### src/rtl/adc_pkg.sv
// Shared definitions for the ADC burst sequencer: FSM state encoding.
// The encoding makes run decode as state[1] & ~state[0].
package adc_pkg;

    typedef enum logic [1:0] {
        IDLE = 2'b00,
        GAP  = 2'b01,
        RUN  = 2'b10,
        DONE = 2'b11
    } seq_state_e;

endpackage

### src/rtl/adc_seq_timer.sv
// Loadable down-counter with a zero flag, used for the inter-burst gap and the sample timeout.
module adc_seq_timer #(
    parameter int unsigned W = 32
) (
    input  logic         clk_i,
    input  logic         rst_ni,
    input  logic         load_i,
    input  logic [W-1:0] load_val_i,
    input  logic         en_i,
    output logic         zero_o
);

    logic [W-1:0] cnt_q, cnt_d;

    always_comb begin
        cnt_d = cnt_q;
        if (load_i) begin
            cnt_d = load_val_i;
        end else if (en_i && (cnt_q != '0)) begin
            cnt_d = cnt_q - 1'b1;
        end
    end

    always_ff @(posedge clk_i or negedge rst_ni) begin
        if (!rst_ni) begin
            cnt_q <= '0;
        end else begin
            cnt_q <= cnt_d;
        end
    end

    assign zero_o = (cnt_q == '0);

endmodule

### src/rtl/adc_burst_sequencer.sv
// ADC burst sequencer: IDLE -> RUN (-> GAP -> RUN)* -> DONE, with abort priority.
// Optional sample timeout is compiled in with ADC_SEQ_TIMEOUT_EN.
module adc_burst_sequencer
    import adc_pkg::*;
#(
    parameter int unsigned CNT_W       = 32,
    parameter int unsigned BURST_W     = 16,
    parameter int unsigned TIMEOUT_CYC = 1000
) (
    input  logic               aclk,
    input  logic               aresetn,
    input  logic               start,
    input  logic               abort,
    input  logic [CNT_W-1:0]   samples_per_burst,
    input  logic [BURST_W-1:0] burst_count,
    input  logic [CNT_W-1:0]   gap_cycles,
    input  logic               sample_done,
    output logic               run,
    output logic               last,
    output logic               seq_done,
    output logic               active,
    output logic [BURST_W-1:0] burst_idx,
    output logic               timeout_err
);

    seq_state_e         state_q, state_d;
    logic [CNT_W-1:0]   spb_q, spb_d, gap_q, gap_d, cnt_q, cnt_d;
    logic [BURST_W-1:0] bc_q, bc_d, bidx_q, bidx_d;
    logic               run_q, active_q, done_q;
    logic               last_c, accept_c, gap_load, gap_zero, tmo_hit;

    adc_seq_timer #(.W(CNT_W)) u_gap_timer (
        .clk_i      (aclk),
        .rst_ni     (aresetn),
        .load_i     (gap_load),
        .load_val_i (gap_q - 1'b1),
        .en_i       (state_q == GAP),
        .zero_o     (gap_zero)
    );

`ifdef ADC_SEQ_TIMEOUT_EN
    logic tmo_zero, tmo_err_q, tmo_err_d;

    // Reloaded on RUN entry and on every accepted sample, so it measures silence in RUN.
    adc_seq_timer #(.W(CNT_W)) u_tmo_timer (
        .clk_i      (aclk),
        .rst_ni     (aresetn),
        .load_i     ((state_d == RUN) && ((state_q != RUN) || sample_done)),
        .load_val_i (CNT_W'(TIMEOUT_CYC - 1)),
        .en_i       (state_q == RUN),
        .zero_o     (tmo_zero)
    );

    assign tmo_hit = (state_q == RUN) && !sample_done && tmo_zero;

    always_comb begin
        tmo_err_d = tmo_err_q;
        if (!abort && tmo_hit) begin
            tmo_err_d = 1'b1;
        end else if (accept_c) begin
            tmo_err_d = 1'b0;
        end
    end

    assign timeout_err = tmo_err_q;
`else
    assign tmo_hit     = 1'b0;
    assign timeout_err = 1'b0;
`endif

    always_comb begin
        state_d  = state_q;
        spb_d    = spb_q;
        bc_d     = bc_q;
        gap_d    = gap_q;
        cnt_d    = cnt_q;
        bidx_d   = bidx_q;
        last_c   = 1'b0;
        accept_c = 1'b0;
        gap_load = 1'b0;
        if (abort) begin
            state_d = IDLE;
            cnt_d   = '0;
            bidx_d  = '0;
        end else begin
            unique case (state_q)
                IDLE: begin
                    if (start && (samples_per_burst != '0)) begin
                        accept_c = 1'b1;
                        spb_d    = samples_per_burst;
                        bc_d     = burst_count;
                        gap_d    = gap_cycles;
                        cnt_d    = '0;
                        bidx_d   = '0;
                        state_d  = RUN;
                    end
                end
                RUN: begin
                    if (sample_done) begin
                        if (cnt_q + 1'b1 == spb_q) begin
                            last_c = 1'b1;
                            cnt_d  = '0;
                            bidx_d = bidx_q + 1'b1;
                            if ((bc_q != '0) && (bidx_d == bc_q)) begin
                                state_d = DONE;
                            end else if (gap_q != '0) begin
                                state_d  = GAP;
                                gap_load = 1'b1;
                            end
                        end else begin
                            cnt_d = cnt_q + 1'b1;
                        end
                    end else if (tmo_hit) begin
                        state_d = IDLE;
                        cnt_d   = '0;
                        bidx_d  = '0;
                    end
                end
                GAP: begin
                    if (gap_zero) begin
                        state_d = RUN;
                    end
                end
                DONE:    state_d = IDLE;
                default: state_d = IDLE;
            endcase
        end
    end

    always_ff @(posedge aclk or negedge aresetn) begin
        if (!aresetn) begin
            state_q  <= IDLE;
            spb_q    <= '0;
            bc_q     <= '0;
            gap_q    <= '0;
            cnt_q    <= '0;
            bidx_q   <= '0;
            run_q    <= 1'b0;
            active_q <= 1'b0;
            done_q   <= 1'b0;
`ifdef ADC_SEQ_TIMEOUT_EN
            tmo_err_q <= 1'b0;
`endif
        end else begin
            state_q  <= state_d;
            spb_q    <= spb_d;
            bc_q     <= bc_d;
            gap_q    <= gap_d;
            cnt_q    <= cnt_d;
            bidx_q   <= bidx_d;
            run_q    <= (state_d == RUN);
            active_q <= (state_d != IDLE);
            done_q   <= (state_d == DONE);
`ifdef ADC_SEQ_TIMEOUT_EN
            tmo_err_q <= tmo_err_d;
`endif
        end
    end

    assign run       = run_q;
    assign active    = active_q;
    assign last      = last_c;
    assign seq_done  = done_q & ~abort;
    assign burst_idx = bidx_q;

endmodule
### config.mk
export PLATFORM = sky130hd
export DESIGN_NAME = adc_burst_sequencer
export DESIGN_NICKNAME = d
export VERILOG_FILES = /design/src/rtl/adc_pkg.sv /design/src/rtl/adc_seq_timer.sv /design/src/rtl/adc_burst_sequencer.sv
export SDC_FILE = /design/constraint.sdc
export NUM_CORES = 1
export LEC_CHECK = 0
export ABC_AREA = 1
export CORE_MARGIN = 2
export CORE_UTILIZATION = 30
export DETAILED_ROUTE_END_ITERATION = 6
export PLACE_DENSITY = 0.5
export SYNTH_ARGS = -nofsm -noshare
export SYNTH_HDL_FRONTEND = slang
export SYNTH_SLANG_ARGS = --single-unit
### constraint.sdc
create_clock -name aclk -period 3.65 [get_ports aclk]
set_clock_uncertainty 0.05 [all_clocks]
set_input_delay 0.73 -clock aclk [delete_from_list [all_inputs] [get_ports aclk]]
set_output_delay 0.73 -clock aclk [all_outputs]
set_load 0.01 [all_outputs]
==> results of run 1 <==
per-stage QoR:
step	hold WS [ns]	instance area (um2)	instances	setup WS [ns]
2_1_floorplan	0.384	10500	1478	0.386
3_3_place_gp	0.438	12700	2092	-0.0477
3_5_place_dp	0.441	12700	2092	-0.0780
6_report	0.187	14200	2154	0.0537
4_1_cts	0.196	13400	2131	0.00722
5_1_grt	0.222	14200	2154	-0.147
cell families (layout without fill, tap and decap cells):
| logic type | Yosys count | in the layout |
|---|---|---|
| other | 1 | 1 |
| muxes | 42 | 42 |
| xor gates and xnor gates | 13 | 13 |
| adders and majority gates | 3 | 3 |
| DFF | 165 | 165 |
| buffers and inverters | 193 | 414 |
| AOI/OAI and AO/OA | 134 | 134 |
| and+or+nand+nor | 927 | 927 |
synthesized netlist by cell type (all sizes together):
cell / count
dfrtp: 165
nand3: 150
buf: 10
o31ai: 10
nor3: 2
a31oi: 8
a21oi: 45
xnor3: 3
conb: 1
nor4: 23
clkinv: 1
nand4: 20
xor2: 6
o21ai: 44
xnor2: 4
or2: 1
a32o: 1
clkbuf: 30
mux2: 42
or4: 2
nor2: 224
ha: 3
o21bai: 5
nand2: 496
o22ai: 20
o311ai: 1
inv: 152
nand3b: 9
power groups by stage:
stage	logic (W)	clock network, W	registers, W
after detailed placement	0.000856	0	0.00221
after global routing	0.00107	0.00197	0.00221
after floorplan	0.000495	0	0.00216
final	0.000956	0.00185	0.00218
after global placement	0.000854	0	0.00221
after CTS	0.000865	0.00190	0.00218
worst paths after layout:
path | from | endpoint | cells past startpoint
setup / recovery | cnt_q[0] | u_gap_timer.cnt_q[20] | 26
hold reg to reg | u_gap_timer.cnt_q[28] | u_gap_timer.cnt_q[28] | 2
hold / removal | aresetn | bc_q[6] | 1
min in group aclk | u_gap_timer.cnt_q[28] | u_gap_timer.cnt_q[28] | 2
max in group asynchronous | aresetn | cnt_q[7] | 2
setup reg to reg | cnt_q[0] | u_gap_timer.cnt_q[20] | 26
layout make-up:
cell class / instances / area share (%)
timing repair buffer: 229 / 15.2
multi-input combinational: 1120 / 43.6
sequential: 165 / 29.0
clock buffer: 17 / 2.99
tap: 455 / 4.00
clock inverter: 15 / 1.09
inverter: 153 / 4.05
state kept, by name (all words and copies together), names as in the netlist:
| signal | flops |
|---|---|
| gap_q | 32 |
| run | 1 |
| done_q | 1 |
| burst_idx | 16 |
| bc_q | 16 |
| cnt_q | 32 |
| spb_q | 32 |
| active | 1 |
| state_q | 2 |
| u_gap_timer.cnt_q | 32 |
layer usage:
| metal | part of all wire [%] | vias up |
|---|---|---|
| met1 | 48 | 4972 |
| met5 | 0 | - |
| met2 | 46 | 229 |
| met3 | 4.6 | 31 |
| li1 | - | 5205 |
| met4 | 1.5 | 0 |
critical path, cell delays in order, from the launching register on:
cell,delay (ns)
dfrtp_1,0.40
buf_6,0.12
nand2_4,0.06
nor2_8,0.17
nand2_4,0.10
nor2_8,0.21
buf_6,0.13
nand2_4,0.04
nand2_2,0.06
nand2_2,0.05
nand2_1,0.06
nand2_1,0.05
nor2_2,0.15
nand2_2,0.08
nor2_4,0.12
buf_6,0.12
nand4_4,0.18
clkbuf_16,0.25
nand2_2,0.08
nand2_2,0.11
nor2_2,0.17
nand2_4,0.09
nor2_4,0.21
nand2_2,0.11
o21ai_1,0.12
nand3_1,0.12
nand2_1,0.08
what timing repair did:
item                                    4_1_cts  5_1_grt
gates cloned                                  0        1
buffers inserted                              7       22
hold buffers                                  0        0
endpoints found under the setup margin       17       31
pin swaps                                     9       64
gates resized for setup                      16      173
==> impl_metrics.csv, run 1 <==
group,metric,value,unit
status,outcome,"finished clean",
worst_setup_path,path_class,"reg -> reg",
yosys,synth_area_leaders,"dfrtp_1 (39%), nand2_1 (17%), nand3_1 (7.0%), nor2_1 (6.8%), inv_1 (4.8%)",
power_and_ir_drop,power_frac_comb,19.2,%
floorplanning,start_util,30.4,%
timing,max_slew_margin,65.5,%
yosys,synthSimpleGateAreaFrac,39.9,%
worst_setup_path,cp.required,3.98,ns
min_path,worst_hold_path_type,"in -> async",
final_layout,multiInputGateArea,0.00621,mm2
global_routing,met3_usage,2.77,%
cts,cts_num_sinks,165,
route,via_per_inst,4.85,
route,drt_iter0_markers,555,
yosys,synth.distinct_cells,44,
power_and_ir_drop,seqPwrFrac,43.8,%
timing,post-route-min-period,3.60,ns
cts,htreeDepth,4,
cts,cts_max_path_buffers,2,
global_routing,grt.busiest_layer,"met2",
timing,drv_slew,0,
floorplanning,design.die.area,0.0365,mm2
yosys,synth_compound_area_share,7.17,%
floorplanning,fp.dieH,191,um
yosys,synth.top_cell.area_share,39.4,%
placement,dp_hpwl,25700,um
worst_setup_path,startpoint_type,"register",
timing,setup_tns,0,ns
global_routing,use_met1,27.6,%
placement,port_buffers,104,
final_layout,layout_commonest_cell,"nand2_1",
floorplanning,die_width,191,um
yosys,synthCells,1478,
final_layout,mostFrequentLayoutCells,"nand2_1 (414), dfrtp_1 (162), nor2_1 (151), nand3_1 (132), inv_1 (128)",
power_and_ir_drop,switchingPower,0.00160,W
placement,gp_congestion,0.913,
cts,path_clk_slew,0.07,ns
timing,tightestPinTransition,0.513,ns
power_and_ir_drop,p_total,0.00499,W
route,drt_wl_total,34500,um
worst_setup_path,worst_setup_path_end_kind,"register",
cts,cts_buffers,17,
global_routing,grt_pass1_vias,9946,
worst_setup_path,ff2ff_setup_slack,0.05,ns
run,maxCapViolations,0,
final_layout,final_util,41.3,%
route,wl_per_cell,16.0,um
cts,cts_tree,"done",
final_layout,post_route_cells_drive_above_1_share,24.2,%
worst_setup_path,arrival,3.93,ns
route,vias,10400,
yosys,syn-num-nets,1566,
worst_setup_path,cp_max_fo,6,
timing,timing.final.crit_share,98.5,%
cts,clock_latency,0.45,ns
timing,hold_violations,0,
global_routing,grt_usage,19.1,%
timing,rsz0062_at_grt,"yes",
global_routing,grt_max_degree,64,
global_routing,grt_overflow,0,
yosys,ys_warn_count,0,
power_and_ir_drop,power_density,350,mW/mm2
floorplanning,rows,68,
yosys,synth_top_family_by_area,"simple AND/OR/NAND/NOR gates",
cts,clockRootBuffer,"clkbuf_16",
global_routing,grtUsageMet2,30.2,%
yosys,synthMuxAreaShare,4.51,%
route,drtAntennaViolNets,0,
route,drc,0,
power_and_ir_drop,peakVddDrop,324,uV
yosys,ys_seq_elements,165,
power_and_ir_drop,p_sw_share,32.1,%
floorplanning,ios,106,
yosys,seq_area_frac_synth,39.4,%
power_and_ir_drop,clkPwrFrac,37.0,%
final_layout,seq_area,0.00413,mm2
global_routing,grt_pass1_wl,54200,um
global_routing,antenna_found_initial,0,
yosys,synth_area,0.0105,mm2
power_and_ir_drop,internal_power,0.00339,W
route,first_pass_iters,5,
yosys,yosysTopAreaCell,"dfrtp_1",
yosys,synth_xor_area_share,1.48,%
yosys,yosys.area_share.adder,0.358,%
final_layout,diodes,0,
timing,max_freq,278,MHz
final_layout,area_growth,35.6,%
final_layout,n_fill_cell,3580,
timing,setup_viol,0,
floorplanning,core,0.0345,mm2
yosys,avgSynthCellArea,7.10,um2
final_layout,final_nets,1774,
power_and_ir_drop,leakage,6.63,nW
Note: power is estimated with default switching activity, not from simulation.
==> run 2: changes to the inputs <==
SETUP_SLACK_MARGIN = 0.15   (was not set)
clock period = 3.38 ns   (was 3.65 ns; I/O delays follow)
==> run 2 against run 1 <==
Net effect:
- the run now ends with setup timing left
- combinational power grew 16%
- utilization is 4.1 points higher
- wire length is 6.8% higher
- sequential power is 9% higher
- worst hold slack got worse by 0.11 ns
- clock power grew 11%
- non-clock buffer count up 138
- fmax rose by 0.63%
- clock-buffer cell count grew 1
- die area did not move
- critical endpoint is now u_gap_timer.cnt_q[28]
- largest cell class unchanged
==> impl_metrics.csv, run 2 (same netlist as run 1, synthesis figures left out) <==
group,metric,value,unit
power_and_ir_drop,p_sw_share,30.8,%
placement,dp_hpwl,27400,um
cts,cts_buffers,17,
floorplanning,core,0.0345,mm2
route,vias,11000,
final_layout,final_nets,1913,
worst_setup_path,arrival,3.87,ns
global_routing,grt_usage,20.5,%
worst_setup_path,cp_max_fo,6,
global_routing,grt_pass1_vias,10700,
route,wl_per_cell,16.1,um
global_routing,grt_max_degree,69,
floorplanning,rows,68,
worst_setup_path,startpoint_type,"register",
power_and_ir_drop,seqPwrFrac,42.8,%
timing,drv_slew,0,
final_layout,diodes,0,
floorplanning,fp.dieH,191,um
timing,tightestPinTransition,0.726,ns
status,outcome,"complete, but fails checks",
run,maxCapViolations,0,
final_layout,mostFrequentLayoutCells,"nand2_1 (396), buf_4 (228), dfrtp_1 (161), nor2_1 (140), nand3_1 (129)",
worst_setup_path,path_class,"reg -> reg",
route,drt_iter0_markers,639,
floorplanning,start_util,30.4,%
timing,rsz0062_at_grt,"yes",
timing,timing.final.crit_share,106,%
worst_setup_path,cpMostUsedCell,"nand2_1",
global_routing,antenna_found_initial,0,
status,violations,"setup timing",
worst_setup_path,cp_slowest_cell,"dfrtp_1",
floorplanning,design.die.area,0.0365,mm2
final_layout,layout_commonest_cell,"nand2_1",
cts,htreeDepth,4,
power_and_ir_drop,leakage,7.32,nW
cts,cts_max_path_buffers,2,
power_and_ir_drop,clkPwrFrac,37.1,%
route,drc,0,
final_layout,area_growth,49.1,%
timing,hold_violations,0,
floorplanning,ios,106,
route,via_per_inst,4.80,
placement,gp_congestion,0.926,
final_layout,final_util,45.4,%
power_and_ir_drop,p_total,0.00553,W
final_layout,n_fill_cell,3477,
route,first_pass_iters,5,
cts,clockRootBuffer,"clkbuf_16",
min_path,worst_hold_path_type,"in -> async",
final_layout,post_route_cells_drive_above_1_share,32.8,%
timing,post-route-min-period,3.57,ns
timing,max_freq,280,MHz
cts,cts_tree,"done",
worst_setup_path,cp.required,3.68,ns
route,drt_wl_total,36800,um
power_and_ir_drop,power_frac_comb,20.1,%
global_routing,grt_pass1_wl,58000,um
power_and_ir_drop,switchingPower,0.00170,W
placement,port_buffers,104,
power_and_ir_drop,peakVddDrop,378,uV
cts,cts_num_sinks,165,
worst_setup_path,worst_setup_path_end_kind,"register",
route,drtAntennaViolNets,0,
power_and_ir_drop,power_density,353,mW/mm2
floorplanning,die_width,191,um
global_routing,grt_overflow,0,
power_and_ir_drop,internal_power,0.00383,W
timing,setup_viol,28,
timing,setup_ws,-0.194,ns
cts,clock_latency,0.45,ns
worst_setup_path,cp_slowest_stage_delay,0.42,ns
cts,path_clk_slew,0.07,ns
timing,max_slew_margin,51.4,%
==> run 2: cell types whose count changed in the layout (fill, tap and decap cells not counted), sizes merged <==
cell,delta
clkinvlp,+4
nand4,+1
bufinv,+2
inv,-5
buf,+136
clkinv,-2
clkbuf,+3
==> run 2: what timing repair did <==
action | 4_1_cts | 5_1_grt
pin swaps | 50 | 99
cloned | 1 | 4
hold buffers | 0 | 0
buffers inserted | 13 | 19
setup endpoints to repair | 48 | 49
resized for setup | 101 | 175
==> run 2: stage by stage <==
step	setup WS [ns]	std cells	TNS, ns	hold slack [ns]	cell area (um2)
after floorplan	0.118	1478	0	0.330	10500
after global placement	-0.473	2224	-15.89	0.441	13800
after detailed placement	-0.390	2224	-11.13	0.447	13800
after CTS	-0.183	2270	-3.21	0.0796	14800
after global routing	-0.473	2293	-10.76	0.0868	15600
final	-0.194	2293	-3.85	0.0746	15600
==> run 2: routing by layer <==
layer / GRT usage (%) / wire length, um
met5: 0 / 0
met2: 32.5 / 16800
met4: 5.84 / 733
met1: 29.0 / 17600
met3: 2.99 / 1680
==> run 2: worst paths after layout <==
check	startpoint	to	depth (start not counted)	slack (ns)
setup / recovery	cnt_q[0]	u_gap_timer.cnt_q[28]	28	-0.19
hold reg to reg	u_gap_timer.cnt_q[29]	u_gap_timer.cnt_q[29]	2	0.46
hold / removal	aresetn	bc_q[6]	1	0.07
max in group asynchronous	aresetn	cnt_q[2]	2	2.46
setup reg to reg	cnt_q[0]	u_gap_timer.cnt_q[28]	28	-0.19
min in group aclk	u_gap_timer.cnt_q[29]	u_gap_timer.cnt_q[29]	2	0.46
==> run 2: area by class of cell <==
| cell class | instances | area, um2 | area share (%) |
|---|---|---|---|
| clock buffer | 18 | 429 | 2.74 |
| tap | 455 | 569 | 3.64 |
| sequential | 165 | 4130 | 26.4 |
| inverter | 153 | 583 | 3.73 |
| clock inverter | 14 | 165 | 1.06 |
| multi-input combinational | 1121 | 6460 | 41.3 |
| timing repair buffer | 367 | 3310 | 21.1 |
==> run 2: power by group through the flow <==
stage,combinational [W],clock (W),sequential [W]
5_1_grt,0.00123,0.00219,0.00240
3_5_place_dp,0.000954,0,0.00239
2_1_floorplan,0.000535,0,0.00233
4_1_cts,0.00102,0.00210,0.00236
3_3_place_gp,0.000948,0,0.00239
6_report,0.00111,0.00205,0.00237
==> run 2: critical path: cells and delay by family (launching register included) <==
family,cells,cell delay [ns]
AND/OR/NAND/NOR,23,2.28
flip-flops,1,0.42
buffers and inverters,5,0.67
